**config.mk**
```make
export PLATFORM = sky130hd
export DESIGN_NAME = syscall_sequencer
export DESIGN_NICKNAME = d
export VERILOG_FILES = /design/src/rtl/syscall_sequencer_pkg.sv /design/src/rtl/syscall_sequencer_byte_select.sv /design/src/rtl/syscall_sequencer.sv
export SDC_FILE = /design/constraint.sdc
export NUM_CORES = 1
export LEC_CHECK = 0
export ABC_AREA = 0
export ABC_CLOCK_PERIOD_IN_PS = 14500
export BUFFER_PORTS_ARGS = -buffer_cell sky130_fd_sc_hd__buf_2
export CAP_MARGIN = 20
export CORE_ASPECT_RATIO = 1.2
export CORE_MARGIN = 2
export CORE_UTILIZATION = 40
export CTS_CLUSTER_DIAMETER = 150
export CTS_CLUSTER_SIZE = 25
export DETAILED_ROUTE_END_ITERATION = 8
export PLACE_DENSITY = 0.66
export RECOVER_POWER = 100
export SYNTH_ARGS = -nofsm -noshare
export SYNTH_HDL_FRONTEND = slang
export SYNTH_SLANG_ARGS = --single-unit
```
**constraint.sdc**
```tcl
create_clock -name clk -period 14.5 [get_ports clk]
set_input_delay 2.9 -clock clk [delete_from_list [all_inputs] [get_ports clk]]
set_output_delay 2.9 -clock clk [all_outputs]
set_load 0.02 [all_outputs]
```
**src/rtl/syscall_sequencer_pkg.sv**
```systemverilog
// rtl/syscall_sequencer_pkg.sv - syscall codes and sequencer state encoding
package syscall_sequencer_pkg;

    localparam logic [31:0] SC_PRINT_INT  = 32'd1;
    localparam logic [31:0] SC_PRINT_STR  = 32'd4;
    localparam logic [31:0] SC_EXIT       = 32'd10;
    localparam logic [31:0] SC_PRINT_CHAR = 32'd11;

    typedef enum logic [3:0] {
        ST_IDLE,
        ST_DISPATCH,
        ST_EMIT_INT,
        ST_EMIT_CHAR,
        ST_STR_FETCH,
        ST_STR_BYTE,
        ST_STR_EMIT,
        ST_HALT,
        ST_DONE
    } state_t;

endpackage

```
**src/rtl/syscall_sequencer_byte_select.sv**
```systemverilog
// rtl/syscall_sequencer_byte_select.sv - big-endian byte extraction from a 32-bit word
module byte_select (
    input  logic [31:0] word,
    input  logic [1:0]  offset,
    output logic [7:0]  sel_byte
);

    always_comb begin
        sel_byte = 8'h00;
        case (offset)
            2'd0: sel_byte = word[31:24];
            2'd1: sel_byte = word[23:16];
            2'd2: sel_byte = word[15:8];
            2'd3: sel_byte = word[7:0];
            default: sel_byte = 8'h00;
        endcase
    end

endmodule

```
**src/rtl/syscall_sequencer.sv**
```systemverilog
// rtl/syscall_sequencer.sv - multi-cycle SYSCALL executor: stalls pipeline, reads strings, drives console
module syscall_sequencer
    import syscall_sequencer_pkg::*;
#(
    parameter int MAX_STR_LEN = 1024,
    parameter int ADDR_W      = 32
) (
    input  logic              clk,
    input  logic              reset,
    input  logic              syscall_valid,
    input  logic [31:0]       v0,
    input  logic [31:0]       a0,
    output logic              stall,
    output logic              mem_req,
    output logic [ADDR_W-1:0] mem_addr,
    input  logic              mem_ack,
    input  logic [31:0]       mem_rdata,
    output logic              out_valid,
    output logic              out_is_int,
    output logic [31:0]       out_data,
    input  logic              out_ready,
    output logic              halted,
    output logic              sc_error
);

    localparam int CNT_W = $clog2(MAX_STR_LEN + 1);

    state_t             state;
    logic [31:0]        code_q;
    logic [31:0]        a0_q;
    logic [ADDR_W-1:0]  ptr;
    logic [ADDR_W-1:0]  ptr_next;
    logic [31:0]        word_buf;
    logic               buf_valid;
    logic [CNT_W-1:0]   count;
    logic               rearm_q;
    logic [7:0]         cur_byte;

    byte_select u_byte_select (
        .word     (word_buf),
        .offset   (ptr[1:0]),
        .sel_byte (cur_byte)
    );

    assign ptr_next = ptr + ADDR_W'(1);

    // rearm_q masks the still-presented SYSCALL for the one IDLE cycle after DONE
    assign stall = (state != ST_IDLE) || halted || (syscall_valid && !rearm_q);

    always_ff @(posedge clk or posedge reset) begin
        if (reset) begin
            state      <= ST_IDLE;
            code_q     <= '0;
            a0_q       <= '0;
            ptr        <= '0;
            word_buf   <= '0;
            buf_valid  <= 1'b0;
            count      <= '0;
            rearm_q    <= 1'b0;
            mem_req    <= 1'b0;
            mem_addr   <= '0;
            out_valid  <= 1'b0;
            out_is_int <= 1'b0;
            out_data   <= '0;
            halted     <= 1'b0;
            sc_error   <= 1'b0;
        end else begin
            sc_error <= 1'b0;
            case (state)
                ST_IDLE: begin
                    rearm_q <= 1'b0;
                    if (syscall_valid && !rearm_q) begin
                        code_q <= v0;
                        a0_q   <= a0;
                        ptr    <= a0[ADDR_W-1:0];
                        count  <= '0;
                        state  <= ST_DISPATCH;
                    end
                end
                ST_DISPATCH: begin
                    case (code_q)
                        SC_PRINT_INT: begin
                            out_valid  <= 1'b1;
                            out_is_int <= 1'b1;
                            out_data   <= a0_q;
                            state      <= ST_EMIT_INT;
                        end
                        SC_PRINT_CHAR: begin
                            out_valid  <= 1'b1;
                            out_is_int <= 1'b0;
                            out_data   <= {24'b0, a0_q[7:0]};
                            state      <= ST_EMIT_CHAR;
                        end
                        SC_PRINT_STR: begin
                            buf_valid <= 1'b0;
                            mem_req   <= 1'b1;
                            mem_addr  <= {ptr[ADDR_W-1:2], 2'b00};
                            state     <= ST_STR_FETCH;
                        end
                        SC_EXIT: begin
                            halted <= 1'b1;
                            state  <= ST_HALT;
                        end
                        default: begin
                            sc_error <= 1'b1;
                            state    <= ST_DONE;
                        end
                    endcase
                end
                ST_EMIT_INT, ST_EMIT_CHAR: begin
                    if (out_ready) begin
                        out_valid  <= 1'b0;
                        out_is_int <= 1'b0;
                        state      <= ST_DONE;
                    end
                end
                ST_STR_FETCH: begin
                    if (mem_ack) begin
                        word_buf  <= mem_rdata;
                        buf_valid <= 1'b1;
                        mem_req   <= 1'b0;
                        state     <= ST_STR_BYTE;
                    end
                end
                ST_STR_BYTE: begin
                    if (!buf_valid) begin
                        mem_req  <= 1'b1;
                        mem_addr <= {ptr[ADDR_W-1:2], 2'b00};
                        state    <= ST_STR_FETCH;
                    end else if (cur_byte == 8'h00) begin
                        state <= ST_DONE;
                    end else if (count == CNT_W'(MAX_STR_LEN)) begin
                        sc_error <= 1'b1;
                        state    <= ST_DONE;
                    end else begin
                        out_valid  <= 1'b1;
                        out_is_int <= 1'b0;
                        out_data   <= {24'b0, cur_byte};
                        state      <= ST_STR_EMIT;
                    end
                end
                ST_STR_EMIT: begin
                    if (out_ready) begin
                        out_valid <= 1'b0;
                        ptr       <= ptr_next;
                        count     <= count + CNT_W'(1);
                        if (ptr[1:0] == 2'd3) begin
                            buf_valid <= 1'b0;
                            mem_req   <= 1'b1;
                            mem_addr  <= {ptr_next[ADDR_W-1:2], 2'b00};
                            state     <= ST_STR_FETCH;
                        end else begin
                            state <= ST_STR_BYTE;
                        end
                    end
                end
                ST_HALT: state <= ST_HALT;
                ST_DONE: begin
                    rearm_q <= 1'b1;
                    state   <= ST_IDLE;
                end
                default: state <= ST_IDLE;
            endcase
        end
    end

endmodule

```
Word-level counts from Yosys, hierarchy flattened
Index checks and enable logic that the tools add are counted.
{ "word_totals": {"inputBits": 101, "elab_cells": 132, "output_inout_bits": 70, "regBits": 214} }
{ "op_classes": {"add_sub_neg": 2, "n_reduce_logical": 31, "n_eq_ne": 29, "n_mux": 55} }
{ "ops": {"columns": ["operator", "count"], "rows": [
  ["two-way mux 32 bit", 9],
  ["one-hot mux 32 bit (2 select lines)", 3],
  ["one-hot mux 32 bit (3 select lines)", 1],
  ["== test 32 x 4 -> 1 bit (second input constant)", 2],
  ["adder 32 x 1 -> 32 bit (second input constant)", 1],
  ["== test 32 x 1 -> 1 bit (second input constant)", 1],
  ["== test 32 x 3 -> 1 bit (second input constant)", 1],
  ["one-hot mux 8 bit (4 select lines)", 1],
  ["two-way mux 4 bit", 7],
  ["one-hot mux 4 bit (7 select lines)", 1],
  ["two-way mux 1 bit", 22],
  ["two-way mux 11 bit", 2],
  ["!= test 2 bit (second input constant)", 11],
  ["one-hot mux 11 bit (2 select lines)", 1],
  ["AND reduction 6 bit", 3],
  ["== test 4 x 3 -> 1 bit (second input constant)", 4],
  ["one-hot mux 4 bit (4 select lines)", 1],
  ["AND reduction 5 bit", 3],
  ["nonzero test 3 bit", 4],
  ["adder 11 x 1 -> 11 bit (second input constant)", 1],
  ["== test 11 bit (second input constant)", 1],
  ["one-hot mux 1 bit (3 select lines)", 3],
  ["== test 4 x 2 -> 1 bit (second input constant)", 2],
  ["zero test 8 bit", 1],
  ["21 further kinds", 31]
]} }

Longest topological paths before layout
{ "depth": {"depth_word": 6, "ltp_mapped": 11} }

By module
Synthesis repeated with hierarchy kept, for this count alone.
{ "hier_totals": {"hier_cells": 1146, "area_unflattened_um2": 10070.9} }
{ "by_module_without_submodules": {"columns": ["mod", "area_each_um2", "instances", "seq_area_each_um2", "cells_each"], "rows": [
  ["syscall_sequencer", 9874.5, 1, 5305.1, 1136],
  ["byte_select", 196.4, 1, 0.0, 10]
]} }

Worst setup path before layout
OpenSTA, ideal clock, no wires.
{ "synth_timing": {"kind": "input -> output", "from": "input syscall_valid", "to": "output stall", "path_buffers": 0, "arrival_ns": 3.526, "slack_ns": 8.074, "stages": 2, "cell_sequence": "nand2b_1 or3b_2"} }
{ "synth_via": {"elab_chain_cells": 2} }
{ "synth_lines": {"columns": ["item", "line_no", "source"], "rows": [
  ["start, declared", "syscall_sequencer.sv:10", "input logic syscall_valid,"],
  ["logical AND 1 bit", "syscall_sequencer.sv:48", "assign stall = (state != ST_IDLE) || halted || (syscall_valid && !rearm_q);"],
  ["logical OR 1 bit", "syscall_sequencer.sv:48", null],
  ["end, declared", "syscall_sequencer.sv:13", "output logic stall,"]
]} }
Every way passes these cells.

==> results_dict.tcl <==
set metrics [dict create \
    outcome "finished with violations" \
    violations "max-capacitance violations, max-slew violations" \
    first_iter_violations 556 \
    num_rows 63 \
    postCtsSetupBuffers 0 \
    placed_cell_area_um2 11080 \
    finalHoldViolations 0 \
    path_cells "clkbuf_1, clkinvlp_2, buf_4" \
    dp_hpwl_um 17370 \
    power.static_leakage_uw 0.005264 \
    hold_end "code_q[9]$_DFFE_PP0P_" \
    ys_ff_latch 212 \
    rsz0062_at_grt "false" \
    arrival_ns 7.63 \
    setup_viol 0 \
    cpLargestDelayFamily "buffers and inverters" \
    r2r_start "state[1]$_DFFE_PP0P_" \
    cts_buffers 12 \
    period_share_pct 49.30 \
    max_freq_ghz 0.1399 \
    yosysTopAreaCell "dfrtp_1" \
    required_ns 14.98 \
    grt_pass1_vias 7660 \
    ios 171 \
    crit_type "in2async" \
    die-area_um2 26320 \
    antenna_found_initial 1 \
    drt-wirelength-per-cell_um 17.13 \
    slowest_stage "clkinvlp_2" \
    vias 7746 \
    crit_path_start_kind "input port" \
    synthFlopType "dfrtp_1" \
    grt_overflow 0 \
    critPathCaptureType "asynchronous set/reset pin" \
    reg2reg_depth 6 \
    fp.dieH_um 177.3 \
    syn-instance-count 1037 \
    yosys_warnings 0 \
    vdd_drop_max_mv 0.09718 \
    yosysSeqAreaShare_pct 52.99 \
    layout_common_cells "273 x nand2_1, 212 x dfrtp_1, 97 x buf_2" \
    maxCapViolCount 6 \
    core-area_um2 24670 \
    routed_via_density 5.206 \
    clockBufferDepth 3 \
    ant_nets 0 \
    drt-total-wl_um 25490 \
    slew_headroom_pct -307.3 \
    syn_area_per_cell_um2 9.655 \
    nets 1270 \
    cts_tree "yes" \
    cp_max_fo 139 \
    grt_pass1_wl_um 41120 \
    die_w_um 148.4 \
    r2r_slack_ns 9.96 \
    layout_commonest_cell "nand2_1" \
    stdcell_area_um2 11300 \
    synth_enable_flop_cells 0 \
    cts.hold.buffers_added 0 \
    path_depth 3 \
    cts-htree-levels 1 \
    synthDistinctLibCells 71 \
    area_delta_synth_final_pct 12.90 \
    start_util_pct 40.58 \
    synth_top_area_share_pct 52.99 \
    hp-start "code_q[9]$_DFFE_PP0P_" \
    first_pass_iters 5 \
    clock_latency_ns 0.48 \
    fin_worst_skew_ns 0.02447 \
    hold_path.class "reg2reg" \
    p_per_area_nw_per_um2 176.5 \
    grt_max_degree 140 \
    slowest_delay_ns 3.37 \
    antenna_cells 0 \
    cts_resized 0 \
    setup_tns_ns 0 \
    clock-root-buffer "clkbuf_16" \
    drc 0 \
    slew_viol_final 342 \
    synth.area.top_cells "dfrtp_1 53%, nand2_1 10%, mux2_2 5.7%" \
    syn_area_um2 10010 \
    r2r_end "ptr[5]$_DFFE_PP0P_" \
    clkTransAtPathRegs_ns 0.10 \
    cts.sinks 212 \
    track_usage_pct 19.46 \
    port_buffers 168 \
    tightest_slew_ns 6.077 \
    async_flop_share_pct 100.0 \
    post-route-min-period_ns 7.149 \
    worstHoldPathCells 2 \
    critPathBufInv 3 \
    gp_congestion 0.8095 \
    drive_gt1_share_pct 15.56 \
]
## per-stage QoR
step	util, %	cells	total power, uW	worst slack [ns]	hold slack (ns)
after detailed placement	44.92	1473	1673	7.786	0.4636
after global routing	45.81	1488	2149	6.343	0.5059
after CTS	46.30	1487	2039	7.782	0.4873
after global placement	44.92	1473	1646	7.770	0.4551
final	45.81	1488	1995	7.351	0.4839
after floorplan	-	1038	1447	5.806	0.4417
## registers in the layout, summed over array words and instances, names as in the netlist
signal      count
a0_q           32
buf_valid       1
code_q         32
count          11
halted          1
mem_addr       30
mem_req         1
out_data       32
out_is_int      1
out_valid       1
ptr            32
rearm_q         1
sc_error        1
state           4
word_buf       32
## power by group
part	internal, uW	switching (uW)	leakage, uW	total, uW
combinational	257	435	0.00236	692
clock	163	196	0.000167	359
sequential	775	169	0.00273	944
total	1190	800	0.00526	1990
## kinds of logic (layout without fill, tap and decap cells)
logic type,Yosys count,after routing,share of synthesized area (%)
buf+inv,80,205,3.387
simple gates,447,447,20.13
other cells,1,2,0.03745
flops,212,212,52.99
xor+xnor,34,34,2.974
compound gates,195,195,12.65
fa+ha+maj,6,6,0.7498
mux,62,62,7.086
## cell usage after synthesis, types with 7 or more instances
cell type and count:
a21oi_1 51, a22o_1 24, and3_1 9, buf_1 7
buf_2 7, clkbuf_1 48, dfrtp_1 212, inv_1 12
mux2_2 51, nand2_1 273, nand3_1 25, nand4_1 12
nor2_1 45, nor2b_1 10, nor3_1 16, nor4_1 13
o21ai_0 56, or3_1 8, xnor2_1 19, xor2_1 15
## worst max-delay path by stage
stage	to	startpoint	slack [ns]
final	code_q[11]$_DFFE_PP0P_	reset	7.35
after detailed placement	stall	syscall_valid	7.79
after global routing	code_q[31]$_DFFE_PP0P_	reset	6.34
after floorplan	a0_q[0]$_DFFE_PP0P_	reset	5.81
after global placement	stall	syscall_valid	7.77
after CTS	stall	syscall_valid	7.78
## worst reg2reg max path: cells and delay by family, from the launching register on
family | cells | cell delay [ns]
AO/OA/AOI/OAI | 2 | 0.33
buffers and inverters | 1 | 1.64
flip-flops | 1 | 0.69
AND/OR/NAND/NOR | 3 | 1.82
## layout make-up
| class | instances | area, um^2 |
|---|---|---|
| timing repair buffer | 179 | 824.5 |
| multi-input combinational | 746 | 4379 |
| fill | 2452 | 13370 |
| clock inverter | 1 | 16.27 |
| tap | 325 | 406.6 |
| clock buffer | 13 | 325.3 |
| inverter | 12 | 46.29 |
| sequential | 212 | 5305 |
## metal layers
metal  share of wire [%]  GRT usage, %
met2                  48         32.33
met5                   0             0
met4                 1.8         5.079
met1                  45         26.88
met3                 4.6         2.776
(Power assumes the default switching activity.)
